## config.mk

```make
export PLATFORM = sky130hd
export DESIGN_NAME = weight_loader
export DESIGN_NICKNAME = d
export VERILOG_FILES = /design/src/rtl/weight_loader_pkg.sv /design/src/rtl/weight_loader.sv
export SDC_FILE = /design/constraint.sdc
export NUM_CORES = 1
export LEC_CHECK = 0
export BUFFER_PORTS_ARGS = -buffer_cell sky130_fd_sc_hd__clkbuf_2
export CAP_MARGIN = 20
export CORE_UTILIZATION = 47
export CTS_CLUSTER_SIZE = 12
export DETAILED_ROUTE_END_ITERATION = 8
export GPL_TIMING_DRIVEN = 1
export PLACE_DENSITY = 0.75
export SLEW_MARGIN = 20
export SYNTH_ARGS = -nofsm -noshare
export SYNTH_HDL_FRONTEND = slang
export SYNTH_SLANG_ARGS = --single-unit
```

## constraint.sdc

```tcl
create_clock -name clock -period 14.3 [get_ports clock]
set_input_delay 2.86 -clock clock [delete_from_list [all_inputs] [get_ports clock]]
set_output_delay 2.86 -clock clock [all_outputs]
set_load 0.01 [all_outputs]
```

## src/rtl/weight_loader_pkg.sv

```systemverilog
// Shared definitions for the weight_loader block.
//   state_t     : loader FSM states (FILL, COMMIT)
//   SETS_W      : width of the committed-set counter
//   count_width : width needed to count 0..n inclusive
package weight_loader_pkg;

    typedef enum logic {
        FILL   = 1'b0,
        COMMIT = 1'b1
    } state_t;

    localparam int SETS_W = 16;

    function automatic int count_width(input int n);
        return $clog2(n + 1);
    endfunction

endpackage

```

## src/rtl/weight_loader.sv

```systemverilog
// weight_loader: upstream feeder for the convolver weight register.
// Collects N words of DATA_WIDTH from a valid/ready stream into a packed
// staging vector, then raises a one-cycle write strobe so the weight
// register captures the whole kernel set at once.
//
// Ports:
//   clock, reset      rising-edge clock, async active-high reset
//   in_valid/in_ready word stream handshake, in_data carries the word
//   abort             synchronous discard of the partially assembled set
//   weight_write      packed set, slot k at [k*DATA_WIDTH +: DATA_WIDTH]
//   write             one-cycle commit strobe
//   fill_count        words accepted in the current set
//   sets_loaded       committed sets, wraps at 2^16
//   checksum          (only with WEIGHT_LOADER_CHECKSUM_EN) mod-2^DATA_WIDTH
//                     sum of the words in the current set, valid while write=1
//
// Optional feature macro: WEIGHT_LOADER_CHECKSUM_EN
//
// state  | meaning
// FILL   | accepting words into staging, in_ready high
// COMMIT | one cycle, write high, staging holds the complete set
module weight_loader
    import weight_loader_pkg::*;
#(
    parameter  int DATA_WIDTH = 16,
    parameter  int N          = 25,
    localparam int CNT_W      = count_width(N)
) (
    input  logic                    clock,
    input  logic                    reset,
    input  logic                    in_valid,
    output logic                    in_ready,
    input  logic [DATA_WIDTH-1:0]   in_data,
    input  logic                    abort,
    output logic [N*DATA_WIDTH-1:0] weight_write,
    output logic                    write,
`ifdef WEIGHT_LOADER_CHECKSUM_EN
    output logic [DATA_WIDTH-1:0]   checksum,
`endif
    output logic [CNT_W-1:0]        fill_count,
    output logic [SETS_W-1:0]       sets_loaded
);

    state_t state, state_next;
    logic   ready_en;
    logic   take;

    // Holds in_ready low until the first edge after reset is released.
    always_ff @(posedge clock or posedge reset) begin
        if (reset) ready_en <= 1'b0;
        else       ready_en <= 1'b1;
    end

    always_ff @(posedge clock or posedge reset) begin
        if (reset) state <= FILL;
        else       state <= state_next;
    end

    always_comb begin
        state_next = state;
        in_ready   = 1'b0;
        write      = 1'b0;
        case (state)
            FILL: begin
                in_ready = ready_en;
                // abort beats the final accept, so no commit happens then
                if (ready_en && in_valid && !abort && fill_count == CNT_W'(N - 1))
                    state_next = COMMIT;
            end
            COMMIT: begin
                write      = 1'b1;
                state_next = FILL;
            end
            default: state_next = FILL;
        endcase
    end

    assign take = (state == FILL) && ready_en && in_valid && !abort;

    always_ff @(posedge clock or posedge reset) begin
        if (reset) begin
            fill_count   <= '0;
            sets_loaded  <= '0;
            weight_write <= '0;
        end else if (state == COMMIT) begin
            fill_count  <= '0;
            sets_loaded <= sets_loaded + 1'b1;
        end else if (abort) begin
            // staging is kept; only the fill pointer is rewound
            fill_count <= '0;
        end else if (take) begin
            fill_count <= fill_count + 1'b1;
            for (int k = 0; k < N; k++) begin
                if (fill_count == CNT_W'(k))
                    weight_write[k*DATA_WIDTH +: DATA_WIDTH] <= in_data;
            end
        end
    end

`ifdef WEIGHT_LOADER_CHECKSUM_EN
    always_ff @(posedge clock or posedge reset) begin
        if (reset)                        checksum <= '0;
        else if (state == COMMIT || abort) checksum <= '0;
        else if (take)                    checksum <= checksum + in_data;
    end
`endif

endmodule

```

==> results.toml, run 1 <==
[status]
status = "finished clean"

[cts]
post-cts-setup-buffers = 0
htree_levels = 2
clk_pin_slew_ns = 0.06
cts_tree = "built"
cts.sinks = 423
clock_path_buffers = 3
clkLatencyLatePin_ns = 0.54
cts_root_buffer = "clkbuf_16"
post_cts_resize_count = 0
cts_buffers = 44
postCtsHoldBufs = 0

[synthesis]
synth-simple-area-share_pct = 3.389
avgSynthCellArea_sq_um = 16.40
synth_mux_area_share_pct = 28.11
synth_warnings = 0
synth_top_family_by_area = "multiplexers"
async_flop_share_pct = 100.0
synth_fa_ha_area_share_pct = 0.4559
synth_top_area_cell = "dfrtp_1"
syn_area_sq_um = 16470
synthTopCellsByArea = "dfrtp_1, mux2_2, mux2_4"
synth-compound-area-share_pct = 0.1368
syn_nets = 1030
ys_seq_elements = 423
synth_top_flop_cell = "dfrtp_1"
synth-edff-count = 0
synth_xor_xnor_area_share_pct = 0.9042
yosysUniqueCellTypes = 42
synth_seq_area_share_pct = 64.28
synth_top_area_share_pct = 64.28
yosysMostFrequentCell = "dfrtp_1"
syn_inst = 1004
synthTopCellsByCount = "dfrtp_1, mux2_2, clkbuf_1"

[timing]
tns_ns = 0
worst_slew_pin_slew_ns = 0.9883
holdWs_ns = 0.4778
grt_setup_unrepaired = "false"
fmax_mhz = 212.8
drv_slew = 0
min_period_over_period_pct = 32.87
maxSlewHeadroom_pct = 34.11
finalHoldViolations = 0
setup_viol = 0
fin_crit_ns = 4.700
clock_skew_ns = 0.01243

[min_path]
min_path_type = "register to register"
hold_depth = 1
worstHoldStart = "sets_loaded[15]$_DFFE_PP0P_"
hold_path_end = "sets_loaded[15]$_DFFE_PP0P_"

[critical_path]
reg2reg_to = "weight_write[322]$_DFFE_PP0P_"
reg2regPathDepth = 3
r2r_slack_ns = 11.69
end_kind = "output port"
cp.arrival_ns = 1.84
crit_fanout = 13
path_cells = "nor2b_1 -> clkbuf_2"
r2r-start = "state$_DFF_PP0_"
critPathMaxStageDelay_ns = 0.60
worstPathRequired_ns = 11.44
cp-start-kind = "register"
slowest_stage = "dfrtp_1"
crit_type = "register to output port"

[drt]
drt_iter0_drc = 413
vias = 10140
drc = 0
ant_nets = 0
drt-total-wl_microns = 42710
wire_per_inst_microns = 22.47
dr.pass1.iters = 4
viasPerCell = 5.333

[global_routing]
grt_pass1_vias = 10470
grt_pass1_wl_microns = 64890
gr-total-overflow = 0
grt_usage_pct = 24.05
grt_max_degree = 173
antenna_found_initial = 1

[run]
cap_viol_max_count = 0

[final_layout]
final_area_sq_um = 20190
ff_latch_area_sq_um = 10590
multi_input_area_sq_um = 5446
fin_nets = 1452
n_fill_cell = 2762
drive_gt1_share_pct = 64.18
insertedDiodeCount = 0
syn2layout_area_growth_pct = 22.62

[floorplanning]
core_area_sq_um = 34540
ios = 443
initial_core_util_pct = 47.67
row_count = 68
fp.dieH_microns = 189.2
dieArea_sq_um = 35790
dieWidth_microns = 189.2

[pwr]
ir_drop_uv = 79.64
p_per_area_nw_per_um2 = 124.2
leakage_nw = 11.17
total_power_mw = 2.507

[placed_design]
io_buffers = 442
dpl-instance-area_sq_um = 18880
finalWeightedCongestion = 0.7920
hpwlAfterDp_microns = 29010
==> layout make-up <==
| class | count | area share [%] |
|---|---|---|
| clock buffers | 60 | 6.153 |
| clock inverters | 6 | 0.1797 |
| inverters | 6 | 0.1301 |
| multi-input cells | 503 | 26.97 |
| flip-flops and latches | 423 | 52.42 |
| well taps | 455 | 2.819 |
| repair buffers | 448 | 11.32 |
==> routing by layer <==
layer / track usage (%) / vias to the layer above / wire [microns]
met4: 9.895 / 0 / 1719
met5: 0 / - / 0
met2: 39.06 / 370 / 20440
met3: 5.616 / 100 / 2715
li1: - / 4381 / -
met1: 31.13 / 5287 / 17830
==> cells in the final DEF, fill, tap and decap left out, types with 3 or more instances in the layout <==
master,instances
and4_1,4
buf_4,3
clkbuf_1,9
clkbuf_16,45
clkbuf_2,442
clkbuf_8,6
clkinv_2,4
dfrtp_1,423
ha_1,6
inv_1,4
mux2_1,4
mux2_2,367
mux2_4,30
nand2_1,8
nand3_1,6
nand3_2,3
nand4_1,5
nand4_2,10
nand4b_1,3
nor2_1,6
nor2_4,5
nor3_1,4
nor4_1,4
xnor2_1,6
xor2_1,11
==> sequential cells by signal (all words and copies together) (netlist names) <==
register / cells
ready_en: 1
state: 1
fill_count: 5
weight_write: 400
sets_loaded: 16
==> metrics by stage <==
stage	cells	util [%]	setup WS (ns)
finish	1901	58.45	9.600
global route	1901	58.45	9.491
CTS	1900	58.36	9.242
detailed placement	1834	54.65	8.680
global placement	1834	54.65	8.783
floorplan	1004	-	5.733
==> worst max-delay path, delay by kind of cell (launching register included) <==
family,cells,cell delay (ns)
simple gates,1,0.47
flops,1,0.60
buf+inv,1,0.23
==> power breakdown <==
group          total (mW)  internal (mW)  switching [mW]  leakage, nW
clock network        1.04          0.600           0.443        0.629
logic               0.193         0.0752           0.118         4.71
registers            1.27           1.25          0.0254         5.83
total                2.51           1.92           0.586         11.2
==> logic make-up (layout without fill, tap and decap cells) <==
kind of cell,count (synthesis),count (layout)
flip-flops,423,423
buffers and inverters,78,520
XOR/XNOR,17,17
AND/OR/NAND/NOR,74,74
AO/OA/AOI/OAI,4,4
other,1,1
multiplexers,401,401
adder cells (fa/ha/maj),6,6
==> worst max-delay path by stage <==
stage / endpoint / start / slack (ns) / cells past startpoint
floorplan: fill_count[0]$_DFFE_PP0P_ / reset / 5.73 / 1
global placement: weight_write[221]$_DFFE_PP0P_ / reset / 8.78 / 4
detailed placement: weight_write[219]$_DFFE_PP0P_ / reset / 8.68 / 4
CTS: weight_write[314]$_DFFE_PP0P_ / reset / 9.24 / 4
global route: in_ready / state$_DFF_PP0_ / 9.49 / 2
finish: in_ready / state$_DFF_PP0_ / 9.60 / 2
Note: power is estimated with default switching activity, not from simulation.
==> run 2: changes to the inputs <==
Settings changed: CORE_UTILIZATION 47 to 53, PLACE_DENSITY 0.75 to 0.8.
Clock period 14.3 ns to 4.4 ns, I/O delays scaled along.
==> run 2 against run 1 <==
  * Largest cell class unchanged
  * Utilization is 7.4 points higher
  * Global-route usage grew 3.1 points
  * Critical path type unchanged
  * Critical endpoint unchanged
  * Clock power increased to 3.2 times the previous value
==> results.toml, run 2 (synthesis gave the netlist of run 1 again) <==
[status]
status = "finished clean"

[drt]
vias = 10250
drc = 0
dr.pass1.iters = 5
ant_nets = 0
viasPerCell = 5.551
drt-total-wl_microns = 43350
drt_iter0_drc = 445
wire_per_inst_microns = 23.47

[critical_path]
crit_fanout = 13
cp.arrival_ns = 1.89
crit_start = "state$_DFF_PP0_"
end_kind = "output port"
reg2regPathDepth = 3
r2r-start = "state$_DFF_PP0_"
cp-start-kind = "register"
path_cells = "nor2b_1 -> clkbuf_2"
critPathMaxStageDelay_ns = 0.60
crit_type = "register to output port"
worst-path-stages = 2
crit_family = "flip-flops"
r2r_slack_ns = 1.76
crit_buf_inv = 1
reg2reg_to = "weight_write[331]$_DFFE_PP0P_"
worstPathRequired_ns = 3.52
crit_end = "in_ready"
slowest_stage = "dfrtp_1"

[floorplanning]
fp.dieH_microns = 178.3
initial_core_util_pct = 53.83
dieWidth_microns = 178.3
core_area_sq_um = 30590
dieArea_sq_um = 31780
row_count = 64
ios = 443

[final_layout]
final_cell_mix = "clkbuf_2, dfrtp_1, mux2_2"
postLayoutCoreUtil_pct = 65.82
syn2layout_area_growth_pct = 22.26
n_fill_cell = 2260
final_common_cell = "clkbuf_2"
fin_nets = 1456
final_area_sq_um = 20130
top_regs = "weight_write (400), sets_loaded (16), fill_count (5)"
drive_gt1_share_pct = 64.02
insertedDiodeCount = 0
layout.cells.non_filler = 1847
regMostFlops = "weight_write"
largest_register_ffs = 400
multi_input_area_sq_um = 5436
ff_latch_area_sq_um = 10590

[timing]
fmax_mhz = 361.1
fin_crit_ns = 2.769
worst_slew_pin_slew_ns = 1.152
maxSlewHeadroom_pct = 23.14
finalHoldViolations = 0
fin_ws_ns = 1.631
drv_slew = 0
grt_setup_unrepaired = "false"
holdWs_ns = 0.4852
tns_ns = 0
clock_skew_ns = 0.02340
min_period_over_period_pct = 62.93
setup_viol = 0

[pwr]
ir_drop_uv = 295.9
p_clk_share_pct = 41.3
switching_share_pct = 23.04
total_power_mw = 8.116
p_per_area_nw_per_um2 = 403.1
p_comb_share_pct = 7.7
netSwitchingPower_mw = 1.870
p_int_mw = 6.246
leakage_nw = 11.18
pwr-share-seq_pct = 51.0

[placed_design]
io_buffers = 442
dpl-instance-area_sq_um = 18860
pre_cts_slack_ns = 1.425
hpwlAfterDp_microns = 29350
finalWeightedCongestion = 0.8289
place_inst = 1781

[min_path]
min_path_type = "register to register"

[global_routing]
gr-total-overflow = 0
grt_usage_pct = 27.15
grt_pass1_vias = 10580
antenna_found_initial = 0
grt_pass1_wl_microns = 64220
grt_max_degree = 114

[cts]
cts.sinks = 423
postCtsHoldBufs = 0
htree_levels = 2
clkLatencyLatePin_ns = 0.53
post-cts-setup-buffers = 0
cts_tree = "built"
clock_path_buffers = 3
cts_root_buffer = "clkbuf_16"
post_cts_resize_count = 0
cts_buffers = 43
clk_pin_slew_ns = 0.06

[run]
cap_viol_max_count = 0
-- run 2: cell count changes in the layout (fill, tap and decap cells not counted) --
cell and delta:
buf_4 +6, buf_6 -1, clkbuf_1 +4, clkinv_2 -3
inv_6 -1, nor2_2 +2, nor2_4 -2
-- run 2: cell type report --
cell class / count / share of cell area (%)
sequential: 423 / 52.58
multi-input combinational: 503 / 27.00
clock buffer: 64 / 6.246
tap: 396 / 2.461
timing repair buffer: 453 / 11.52
clock inverter: 2 / 0.06215
inverter: 6 / 0.1305
-- run 2: metal layers --
layer | GRT usage [%] | vias to the layer above | routed length [microns]
li1 | - | 4374 | -
met1 | 33.46 | 5394 | 17200
met2 | 45.95 | 387 | 21550
met3 | 6.351 | 98 | 2830
met4 | 11.26 | 0 | 1770
met5 | 0 | - | 0
-- run 2: power groups by stage --
| stage | combinational, mW | clock (mW) | sequential [mW] |
|---|---|---|---|
| 2_1_floorplan | 0.260 | 0 | 4.27 |
| 3_3_place_gp | 0.624 | 0 | 4.20 |
| 3_5_place_dp | 0.636 | 0 | 4.20 |
| 4_1_cts | 0.638 | 3.42 | 4.13 |
| 5_1_grt | 0.679 | 3.56 | 4.15 |
| 6_report | 0.629 | 3.35 | 4.14 |
-- run 2: how the worst min path moves through the flow --
stage	startpoint	to	depth (start not counted)
5_1_grt	weight_write[39]$_DFFE_PP0P_	weight_write[39]$_DFFE_PP0P_	1
4_1_cts	weight_write[335]$_DFFE_PP0P_	weight_write[335]$_DFFE_PP0P_	1
3_5_place_dp	weight_write[335]$_DFFE_PP0P_	weight_write[335]$_DFFE_PP0P_	1
2_1_floorplan	sets_loaded[15]$_DFFE_PP0P_	sets_loaded[15]$_DFFE_PP0P_	1
6_report	weight_write[335]$_DFFE_PP0P_	weight_write[335]$_DFFE_PP0P_	1
3_3_place_gp	sets_loaded[15]$_DFFE_PP0P_	sets_loaded[15]$_DFFE_PP0P_	1
==> run 3: changes to the inputs <==
Clock period 4.4 ns to 2.7 ns, I/O delays scaled along.
==> run 3 against run 2 <==
  * Worst setup slack worse by 1.3 ns
  * Clock power rose by 67%
  * Via count grew 0.41%
  * Utilization grew 0.77 points
  * Critical path depth grew 1
  * Global-route usage is 0.25 points higher
==> results.toml, run 3 (synthesis gave the netlist of run 1 again) <==
[critical_path]
end_kind = "register"
r2r_slack_ns = 0.35
crit_type = "register to register"
crit_buf_inv = 0
crit_fanout = 16
critPathMaxStageDelay_ns = 0.74
worst-path-stages = 3
reg2regPathDepth = 3
cp.arrival_ns = 2.75
reg2reg_to = "weight_write[145]$_DFFE_PP0P_"
path_cells = "and2_1 -> nand4_2 -> mux2_2"
r2r-start = "ready_en$_DFF_PP0_"
slowest_stage = "nand4_2"
worstPathRequired_ns = 3.10
cp-start-kind = "register"
crit_family = "simple AND/OR/NAND/NOR gates"

[cts]
cts.sinks = 423
clock_path_buffers = 3
clk_pin_slew_ns = 0.06
clkLatencyLatePin_ns = 0.54
post-cts-setup-buffers = 0
cts_root_buffer = "clkbuf_16"
htree_levels = 2
cts_tree = "built"
cts_buffers = 44
postCtsHoldBufs = 0
post_cts_resize_count = 0

[final_layout]
drive_gt1_share_pct = 64.77
fin_nets = 1479
layout.cells.non_filler = 1869
syn2layout_area_growth_pct = 23.69
insertedDiodeCount = 0
n_fill_cell = 2154
final_common_cell = "clkbuf_2"
regMostFlops = "weight_write"
final_cell_mix = "clkbuf_2, dfrtp_1, mux2_2"
top_regs = "weight_write (400), sets_loaded (16), fill_count (5)"
largest_register_ffs = 400

[timing]
drv_slew = 0
setup_viol = 0
finalHoldViolations = 0
fmax_mhz = 424.9
worst_slew_pin_slew_ns = 0.7771
clock_skew_ns = 0.03279
fin_ws_ns = 0.3467
maxSlewHeadroom_pct = 48.19
fin_crit_ns = 2.353
min_period_over_period_pct = 87.16
grt_setup_unrepaired = "false"

[pwr]
p_comb_share_pct = 7.7
netSwitchingPower_mw = 3.107
switching_share_pct = 23.21
leakage_nw = 11.33
pwr-share-seq_pct = 50.4
p_clk_share_pct = 41.9
ir_drop_uv = 487.7
p_per_area_nw_per_um2 = 657.4
p_int_mw = 10.28

[floorplanning]
initial_core_util_pct = 53.83
dieArea_sq_um = 31780
row_count = 64
fp.dieH_microns = 178.3
ios = 443
core_area_sq_um = 30590
dieWidth_microns = 178.3

[global_routing]
antenna_found_initial = 0
gr-total-overflow = 0
grt_pass1_vias = 10710
grt_max_degree = 142
grt_usage_pct = 27.40
grt_pass1_wl_microns = 64670

[drt]
vias = 10300
drt_iter0_drc = 444
wire_per_inst_microns = 23.43
viasPerCell = 5.508
ant_nets = 0
drc = 0
drt-total-wl_microns = 43790
dr.pass1.iters = 5

[placed_design]
pre_cts_slack_ns = 0.1125
io_buffers = 442
finalWeightedCongestion = 0.8116
place_inst = 1803
hpwlAfterDp_microns = 29880

[run]
cap_viol_max_count = 0

[min_path]
min_path_type = "input port to async pin"

[status]
status = "finished clean"
==> run 3: metal layers <==
layer | vias to the layer above | track usage (%) | wire (microns)
met4 | 0 | 11.37 | 1774
met2 | 402 | 46.37 | 21860
met5 | - | 0 | 0
met3 | 98 | 6.628 | 2962
met1 | 5364 | 33.65 | 17190
li1 | 4431 | - | -
==> run 3: power groups by stage <==
stage	Sequential [mW]	Clock [mW]	Combinational, mW
2_1_floorplan	6.96	0	0.423
3_3_place_gp	6.85	0	1.02
3_5_place_dp	6.86	0	1.04
4_1_cts	6.75	5.71	1.05
5_1_grt	6.78	5.96	1.11
6_report	6.75	5.61	1.03
==> run 3: worst min-delay path, stage by stage <==
cell and delay (ns):
clkbuf_2 0.10, clkinvlp_4 0.15, buf_4 0.25
==> run 3: worst max path at each step <==
stage                               endpoint                from  slack, ns
2_1_floorplan      fill_count[0]$_DFFE_PP0P_               reset      -3.55
3_3_place_gp   weight_write[149]$_DFFE_PP0P_            in_valid       0.19
3_5_place_dp   weight_write[154]$_DFFE_PP0P_            in_valid       0.11
4_1_cts                             in_ready     state$_DFF_PP0_       0.34
5_1_grt        weight_write[152]$_DFFE_PP0P_  ready_en$_DFF_PP0_       0.22
6_report       weight_write[145]$_DFFE_PP0P_  ready_en$_DFF_PP0_       0.35
==> run 3: through the flow <==
stage                     util (%)  setup TNS [ns]  power [mW]  hold WS (ns)  instance area [sq um]
after global routing         66.59               0       13.85        0.1872                  20370
after CTS                    66.59               0       13.50        0.1602                  20370
after floorplan                  -        -1500.58       7.386        0.5039                  16470
final                        66.59               0       13.39        0.1709                  20370
after detailed placement     62.33               0       7.904        0.4723                  19070
after global placement       62.33               0       7.868        0.4683                  19070
==> run 3: cell type report <==
class / instances / area, sq um / area share, %
clock inverters: 5 / 56.30 / 0.2764
repair buffers: 475 / 2522 / 12.38
well taps: 396 / 495.5 / 2.433
clock buffers: 61 / 1246 / 6.118
flip-flops and latches: 423 / 10590 / 51.97
inverters: 6 / 26.28 / 0.1290
multi-input cells: 503 / 5436 / 26.69
